<file path="config.mk">
export PLATFORM = sky130hd
export DESIGN_NAME = lsu
export DESIGN_NICKNAME = d
export VERILOG_FILES = /design/src/rtl/lsu.sv
export SDC_FILE = /design/constraint.sdc
export NUM_CORES = 1
export LEC_CHECK = 0
export ABC_AREA = 0
export BUFFER_PORTS_ARGS = -buffer_cell sky130_fd_sc_hd__clkbuf_2
export CAP_MARGIN = 20
export CORE_MARGIN = 3
export CORE_UTILIZATION = 25
export DETAILED_ROUTE_END_ITERATION = 7
export SYNTH_ARGS = -nofsm -noshare
export SYNTH_HDL_FRONTEND = slang
export SYNTH_SLANG_ARGS = --single-unit
</file>
<file path="constraint.sdc">
create_clock -name clk_i -period 5.05 [get_ports clk_i]
set_input_delay 0.2525 -clock clk_i [delete_from_list [all_inputs] [get_ports clk_i]]
set_output_delay 0.2525 -clock clk_i [all_outputs]
set_load 0.02 [all_outputs]
</file>
<file path="src/rtl/lsu.sv">
// RV32I load/store unit: turns execute-stage memory ops into one data-memory request,
// then returns aligned, extended load data to writeback or aborts on timeout.
module lsu #(
   parameter int unsigned TIMEOUT = 16
) (
   input  logic        clk_i,
   input  logic        rst_i,
   input  logic        x_valid_i,
   input  logic        x_load_i,
   input  logic        x_store_i,
   input  logic [2:0]  x_funct3_i,
   input  logic [31:0] x_addr_i,
   input  logic [31:0] x_store_data_i,
   input  logic [4:0]  x_rd_i,
   output logic        stall_o,
   output logic        dm_req_o,
   output logic [31:0] dm_addr_o,
   output logic [31:0] dm_wen_o,
   output logic [31:0] dm_din_o,
   input  logic [31:0] dm_dout_i,
   input  logic        dm_ack_i,
   output logic        m_valid_o,
   output logic [4:0]  m_rd_o,
   output logic [31:0] m_load_data_o,
   output logic        misalign_o,
   output logic        bus_err_o
);

   localparam logic [0:0] S_IDLE = 1'b0;
   localparam logic [0:0] S_BUSY = 1'b1;

   logic [0:0]  state_q, state_d;
   logic [7:0]  cnt_q, cnt_d;
   logic [31:0] addr_q, wen_q, din_q;
   logic [2:0]  funct3_q;
   logic [1:0]  off_q;
   logic [4:0]  rd_q;
   logic        is_load_q;
   logic        m_valid_q, misalign_q, bus_err_q;
   logic [4:0]  m_rd_q;
   logic [31:0] m_data_q;

   logic        legal_f3, op_ok, misaligned, accept, busy, timeout_hit, wb_fire;
   logic [31:0] wen_n, din_n, load_ext, lane_sh;
   logic [15:0] lane_h;

   assign busy = (state_q == S_BUSY);

   always_comb begin
      legal_f3 = 1'b0;
      if (x_load_i) begin
         legal_f3 = (x_funct3_i == 3'b000) || (x_funct3_i == 3'b001) || (x_funct3_i == 3'b010) ||
                    (x_funct3_i == 3'b100) || (x_funct3_i == 3'b101);
      end else begin
         legal_f3 = (x_funct3_i == 3'b000) || (x_funct3_i == 3'b001) || (x_funct3_i == 3'b010);
      end
      op_ok      = !busy && x_valid_i && (x_load_i ^ x_store_i) && legal_f3;
      misaligned = ((x_funct3_i[1:0] == 2'b01) && x_addr_i[0]) ||
                   ((x_funct3_i[1:0] == 2'b10) && (x_addr_i[1:0] != 2'b00));
      accept     = op_ok && !misaligned;
   end

   // Lane placement: data is replicated so the mask alone selects the written bytes.
   always_comb begin
      wen_n = 32'h0;
      din_n = x_store_data_i;
      case (x_funct3_i[1:0])
         2'b00: begin
            din_n = {4{x_store_data_i[7:0]}};
            wen_n = 32'h0000_00FF << {x_addr_i[1:0], 3'b000};
         end
         2'b01: begin
            din_n = {2{x_store_data_i[15:0]}};
            wen_n = x_addr_i[1] ? 32'hFFFF_0000 : 32'h0000_FFFF;
         end
         default: wen_n = 32'hFFFF_FFFF;
      endcase
      if (!x_store_i) wen_n = 32'h0;
   end

   always_comb begin
      lane_sh  = dm_dout_i >> {off_q, 3'b000};
      lane_h   = off_q[1] ? dm_dout_i[31:16] : dm_dout_i[15:0];
      case (funct3_q)
         3'b000:  load_ext = {{24{lane_sh[7]}}, lane_sh[7:0]};
         3'b100:  load_ext = {24'h0, lane_sh[7:0]};
         3'b001:  load_ext = {{16{lane_h[15]}}, lane_h};
         3'b101:  load_ext = {16'h0, lane_h};
         default: load_ext = dm_dout_i;
      endcase
   end

   // An ack in the final allowed cycle takes priority over the timeout.
   assign timeout_hit = busy && !dm_ack_i && (cnt_q == 8'(TIMEOUT - 1));
   assign wb_fire     = busy && dm_ack_i && is_load_q && (rd_q != 5'd0);

   always_comb begin
      state_d = state_q;
      cnt_d   = cnt_q;
      if (accept) begin
         state_d = S_BUSY;
         cnt_d   = 8'd0;
      end else if (busy) begin
         if (dm_ack_i || timeout_hit) begin
            state_d = S_IDLE;
            cnt_d   = 8'd0;
         end else begin
            cnt_d = cnt_q + 8'd1;
         end
      end
   end

   always_ff @(posedge clk_i or posedge rst_i) begin
      if (rst_i) begin
         state_q    <= S_IDLE;
         cnt_q      <= 8'd0;
         addr_q     <= 32'h0;
         wen_q      <= 32'h0;
         din_q      <= 32'h0;
         funct3_q   <= 3'b000;
         off_q      <= 2'b00;
         rd_q       <= 5'd0;
         is_load_q  <= 1'b0;
         m_valid_q  <= 1'b0;
         m_rd_q     <= 5'd0;
         m_data_q   <= 32'h0;
         misalign_q <= 1'b0;
         bus_err_q  <= 1'b0;
      end else begin
         state_q    <= state_d;
         cnt_q      <= cnt_d;
         misalign_q <= op_ok && misaligned;
         bus_err_q  <= timeout_hit;
         m_valid_q  <= wb_fire;
         if (wb_fire) begin
            m_rd_q   <= rd_q;
            m_data_q <= load_ext;
         end
         if (accept) begin
            addr_q    <= {x_addr_i[31:2], 2'b00};
            wen_q     <= wen_n;
            din_q     <= din_n;
            funct3_q  <= x_funct3_i;
            off_q     <= x_addr_i[1:0];
            rd_q      <= x_rd_i;
            is_load_q <= x_load_i;
         end
      end
   end

   assign stall_o       = busy;
   assign dm_req_o      = busy;
   assign dm_addr_o     = addr_q;
   assign dm_wen_o      = wen_q;
   assign dm_din_o      = din_q;
   assign m_valid_o     = m_valid_q;
   assign m_rd_o        = m_rd_q;
   assign m_load_data_o = m_data_q;
   assign misalign_o    = misalign_q;
   assign bus_err_o     = bus_err_q;

endmodule

</file>
; Yosys cells after proc, flatten, opt, wreduce, memory -nomap -nowiden
; Cells that the tools add are included.
[totals]
ramBits = 0
latch_bits = 0
elab_cells = 68
romBits = 0
inputBits = 110
output_inout_bits = 138
register_bits = 154
memories = 0
[op_classes]
magnitude_cmp = 0
shifts = 2
n_reduce_logical = 27
n_div = 0
muxes = 13
bitwise = 1
multipliers = 0
add_sub_neg = 1
n_eq_ne = 10
[op_table]
columns = cell, n
row1 = $pmux W32 S2, 2
row2 = $pmux W32 S4, 1
row3 = $mux W32, 2
row4 = $shl A8 B5 Y32 const A, 1
row5 = $shr A32 B5 Y8, 1
row6 = $mux W8, 3
row7 = $mux W16, 1
row8 = $eq A3 B3 Y1 const B, 4
row9 = $logic_and A1 B1 Y1, 12
row10 = $add A8 B1 Y8 const B, 1
row11 = $eq A8 B4 Y1 const B, 1
row12 = $eq A3 B1 Y1 const B, 2
row13 = $logic_not A3 Y1, 2
row14 = $logic_or A1 B1 Y1, 6
row15 = $reduce_bool A5 Y1, 1
row16 = $mux W1, 4
row17 = $reduce_bool A2 Y1, 2
row18 = $eq A3 B2 Y1 const B, 1
row19 = $logic_not A1 Y1, 3
row20 = $eq A2 B1 Y1 const B, 1
row21 = $eq A2 B2 Y1 const B, 1
row22 = $logic_not A2 Y1, 1
row23 = $xor A1 B1 Y1, 1

; Longest topological paths before layout
[logic_depth]
word_depth = 9
depth_mapped = 7
depth_no_buf = 5

; Least setup slack after synthesis
; No wires, ideal clock.
[synth_timing]
path_kind = flip-flop to flip-flop
startpoint = register state_q, in the netlist dm_req_o
endpoint = register wen_q[23], in the netlist dm_wen_o[23]
stages_incl_launch_ff = 7
path_slack_ps = 3235
arrival_time_ps = 1687
t_required_ps = 4923
path_cell_list = dfrtp_1 -> inv_1 -> o2111ai_2 -> nor2_1 -> buf_4 -> buf_4 -> mux2_1
[synth_between]
elab_chain_cells = 5
[synth_rtl]
columns = item, line_no
row1 = "start, declared", 32  ; logic [0:0] state_q, state_d;
row2 = "start signal, assigned", 130  ; state_q <= state_d;
row3 = $logic_not A1 Y1, 57  ; op_ok = !busy && x_valid_i && (x_load_i ^ x_store_i) && legal_f3;
row4 = $logic_and A1 B1 Y1 (3 in series), 57
row5 = $logic_and A1 B1 Y1, 60  ; accept = op_ok && !misaligned;
row6 = "end signal, assigned", 141  ; wen_q <= wen_n;
row7 = "end, declared", 34  ; logic [31:0] addr_q, wen_q, din_q;
; Every way passes these cells.
; A chain may end at the register's enable or synchronous reset.

; Final worst setup path
[layout_timing]
startpoint = register state_q, in the netlist dm_req_o
endpoint = register din_q[24], in the netlist dm_din_o[24]
[layout_between]
elab_chain_cells = 5
[layout_rtl]
columns = item, line_no
row1 = $logic_not A1 Y1, 57
row2 = $logic_and A1 B1 Y1 (3 in series), 57
row3 = $logic_and A1 B1 Y1, 60
row4 = "end signal, assigned", 142  ; din_q <= din_n;
row5 = "end, declared", 34
; Every way passes these cells.

==> implementation parameters <==
Parameter                              Value

GRT
  Largest net degree at the start of global routing ... 90
  Via count of the first global-routing pass ... 4695
  Total routing resource utilization after global routing ... between 10% and 20%
  Initial antenna violation count ... 0
  Global-route congestion overflow total ... 0
  First-pass GRT wire length ... 26330 um

Placed design
  Post-detail-place hpwl ... 12060 um
  Post-Place Cells ... 1048
  Global placer's final weighted congestion ... 0.7457
  Number of buffers inserted by port buffering ... 245

Logic synthesis
  Post-Syn Area ... between 6000 and 7000 sq um
  Avg Cell Area, Syn ... 11.45 sq um
  Synthesized flop and latch total ... 126
  Synth cell count leaders ... sky130_fd_sc_hd__dfrtp_1 (126), sky130_fd_sc_hd__mux2_1 (61), sky130_fd_sc_hd__nand2_1 (57), sky130_fd_sc_hd__nor2_1 (37), sky130_fd_sc_hd__o21ai_0 (35)
  Post-Syn Instances ... 538
  Share of the synthesized area in the top cell type ... between 50% and 60%
  Async S/R FF share, synth ... 100.0%
  Number of enable-type register cells in the synthesized netlist ... 0
  Number of warning messages in the yosys log ... 0
  Dominant synthesized flop cell ... sky130_fd_sc_hd__dfrtp_1
  Unique cell type count in the Yosys netlist ... 49
  Register area share after synthesis ... between 50 and 60%
  Cell types with the largest area share after synthesis ... sky130_fd_sc_hd__dfrtp_1 (51%), sky130_fd_sc_hd__mux2_1 (11%), sky130_fd_sc_hd__mux2_2 (5.8%)
  Cell type with the highest aggregate area in the netlist ... sky130_fd_sc_hd__dfrtp_1
  Most used standard cell by instance count after synthesis ... sky130_fd_sc_hd__dfrtp_1

Setup path
  Worst reg-to-reg path cell count ... 5
  Critical path launch point type ... flip-flop
  Reg2Reg Setup Slack ... 2.32 ns
  Critical Path Fanout Max ... 33
  Worst Setup End Kind ... flip-flop
  CP arrival ... 3.02 ns
  Endpoint of the worst register-to-register path ... dm_din_o[24]$_DFFE_PP0P_
  Worst endpoint required time ... approximately 5.3 ns
  Critical path class ... reg -> reg
  Startpoint of the most critical register-to-register path ... dm_req_o$_DFF_PP0_

Clock network
  Root buffer cell ... sky130_fd_sc_hd__clkbuf_16
  Number of buffers inserted to repair setup after CTS ... 0
  Post-CTS resize count ... 0
  Buffers from clock root to sink, at most ... 2
  TritonCTS clock tree ... done
  Clock Pin Slew Worst Setup and Hold Paths ... 0.05 ns
  TritonCTS buffer count ... 17
  Level count of the clock H-tree ... 4
  Clock network latency to the later pin of the worst-skew pair ... 0.41 ns
  Quantity of hold-fixing buffers added after cts ... 0
  Clk sinks ... between 100 and 150

Drt
  Met3 Wirelength ... ~1400 um
  Router iterations before antenna repair ... 4
  Vias/cell ... between 4 and 5
  Metal-1 WL ... 7619 um
  Routed wirelength normalized by instance count ... between 15 and 20 um
  DRC viols ... 0
  Wire length reported by the detailed router ... 16780 um
  Met2 wire length ... approximately 7600 um
  Number of nets with antenna violations after detailed routing ... 0
  Vias ... 4704
  Initial DRC count ... between 200 and 250
  Highest routing layer actually used ... met4

Die
  Die footprint ... 26570 sq um
  X dimension of the die ... between 150 and 200 um
  Initial Utilization ... about a quarter
  Die height ... 163 um
  Number of rows created at floorplan ... 56
  Placeable core area ... 23820 sq um
  Total I/O pin count ... 248

STA
  Worst-case headroom to the max-slew limit ... 33.67%
  F_max ... approximately 0.37 GHz
  Final number of hold-violating endpoints ... 2
  Worst hold slack ... -0.009106 ns
  Transition time at the pin with the least slew margin ... 0.9913 ns
  Final total negative setup slack ... 0 ns
  Count of final setup violators ... 0
  Clock Skews ... approximately 0.010 ns
  Unrepaired setup endpoints after global routing ... no
  Minimum period implied by the final worst setup slack ... 2.731 ns
  Final clock period utilization by the worst path ... a little over half
  Number of slew-limit violations in the final report ... 0

Power
  Cell Pwr Density ... 552.4 nW/um^2
  P_leak ... 3.880 nW
  Net switching fraction of the power ... 36.95%
  Relative contribution of sequential cells to total power ... 36.4%
  Internal power summed over all cells ... 2.802 mW
  Clock power frac ... between 20% and 30%
  Final total power ... approximately 4.4 mW
  Switching Power ... about 1.6 mW
  Share of total power in combinational logic ... 34.0%
  Max VDD drop ... 0.2158 mV

Finish
  Number of nets in the layout ... 859
  Share of layout cells above drive strength 1 ... 44.61%
  Number of diodes ... 0
  Number of cells in the finished layout apart from fillers ... 1079
  Syn-to-layout area delta ... 30.58%

Run status
  Violated checks ... negative hold slack
  Status ... finished with violations

Hold path
  Class of the most critical hold timing path ... in -> async

Job
  Number of max-capacitance violations reported ... 0
per-stage QoR:
| stage | setup WS (ns) | cell area [sq um] | utilization [%] |
|---|---|---|---|
| after global placement | 2.081 | 7421 | 31.15 |
| final | 2.319 | 8046 | 33.78 |
| after detailed placement | 2.058 | 7421 | 31.15 |
| after floorplan | 1.442 | 6166 | - |
| after CTS | 2.285 | 8046 | 33.78 |
| after global routing | 2.048 | 8046 | 33.78 |
how the worst max path moves through the flow:
stage                                     endpoint  cells past startpoint          startpoint  slack, ns
after global placement    dm_din_o[25]$_DFFE_PP0P_                      6       x_funct3_i[0]       2.08
after floorplan                bus_err_o$_DFF_PP0_                      1               rst_i       1.44
after detailed placement  dm_din_o[30]$_DFFE_PP0P_                      6       x_funct3_i[0]       2.06
after CTS                 dm_din_o[24]$_DFFE_PP0P_                      5  dm_req_o$_DFF_PP0_       2.28
final                     dm_din_o[24]$_DFFE_PP0P_                      5  dm_req_o$_DFF_PP0_       2.32
after global routing      dm_din_o[14]$_DFFE_PP0P_                      5  dm_req_o$_DFF_PP0_       2.05
routing by layer:
layer,track usage [%],vias up
li1,-,2277
met1,17.24,2246
met2,19.29,171
met3,4.858,10
met4,3.153,0
met5,0,-
registers in the layout, summed over array words and instances, names as in the netlist:
signal         flops
funct3_q           3
misalign_o         1
m_valid_o          1
dm_req_o           1
dm_din_o          32
dm_addr_o         30
off_q              2
rd_q               5
m_rd_o             5
bus_err_o          1
dm_wen_o           4
is_load_q          1
m_load_data_o     32
cnt_q              8
worst max-delay path, cell delays in order, from the launching register on:
cell and delay (ns):
sky130_fd_sc_hd__dfrtp_1 0.44, sky130_fd_sc_hd__inv_1 0.21, sky130_fd_sc_hd__o2111ai_2 0.29, sky130_fd_sc_hd__nor2_4 0.80
sky130_fd_sc_hd__buf_4 0.49, sky130_fd_sc_hd__mux2_2 0.38
power groups by stage:
stage | sequential (mW) | combinational [mW] | clock [mW]
after floorplan | 1.95 | 0.703 | 0
after global placement | 1.63 | 1.52 | 0
after detailed placement | 1.63 | 1.53 | 0
after CTS | 1.62 | 1.54 | 1.36
after global routing | 1.67 | 1.65 | 1.41
final | 1.62 | 1.51 | 1.32
placed cells by master, fill, tap and decap left out, types with 5 or more instances in the layout:
cell type,count
sky130_fd_sc_hd__clkbuf_2,245
sky130_fd_sc_hd__dfrtp_1,126
sky130_fd_sc_hd__mux2_1,61
sky130_fd_sc_hd__nand2_1,57
sky130_fd_sc_hd__nor2_1,36
sky130_fd_sc_hd__o21ai_0,35
sky130_fd_sc_hd__mux2_2,32
sky130_fd_sc_hd__a21oi_1,21
sky130_fd_sc_hd__clkbuf_16,17
sky130_fd_sc_hd__nor2b_1,13
sky130_fd_sc_hd__mux2i_1,13
sky130_fd_sc_hd__a21oi_2,10
sky130_fd_sc_hd__nand2b_1,9
sky130_fd_sc_hd__a221oi_2,8
sky130_fd_sc_hd__buf_4,6
sky130_fd_sc_hd__inv_1,5
cell type report:
cell class / instances / area, sq um
Fill cell: 2446 / 15780
Sequential cell: 126 / 3153
Multi-Input combinational cell: 345 / 2566
Timing Repair Buffer: 251 / 1271
Clock buffer: 25 / 495.5
Tap cell: 319 / 399.1
Clock inverter: 6 / 130.1
Inverter: 7 / 31.28
cell families after synthesis:
logic type	after synthesis	share of synthesized area (%)
compound gates	98	11.61
fa+ha+maj	1	0.2030
buf+inv	68	7.370
mux	107	19.47
flops	126	51.17
other cells	1	0.06086
simple gates	137	10.11
(Power assumes the default switching activity.)
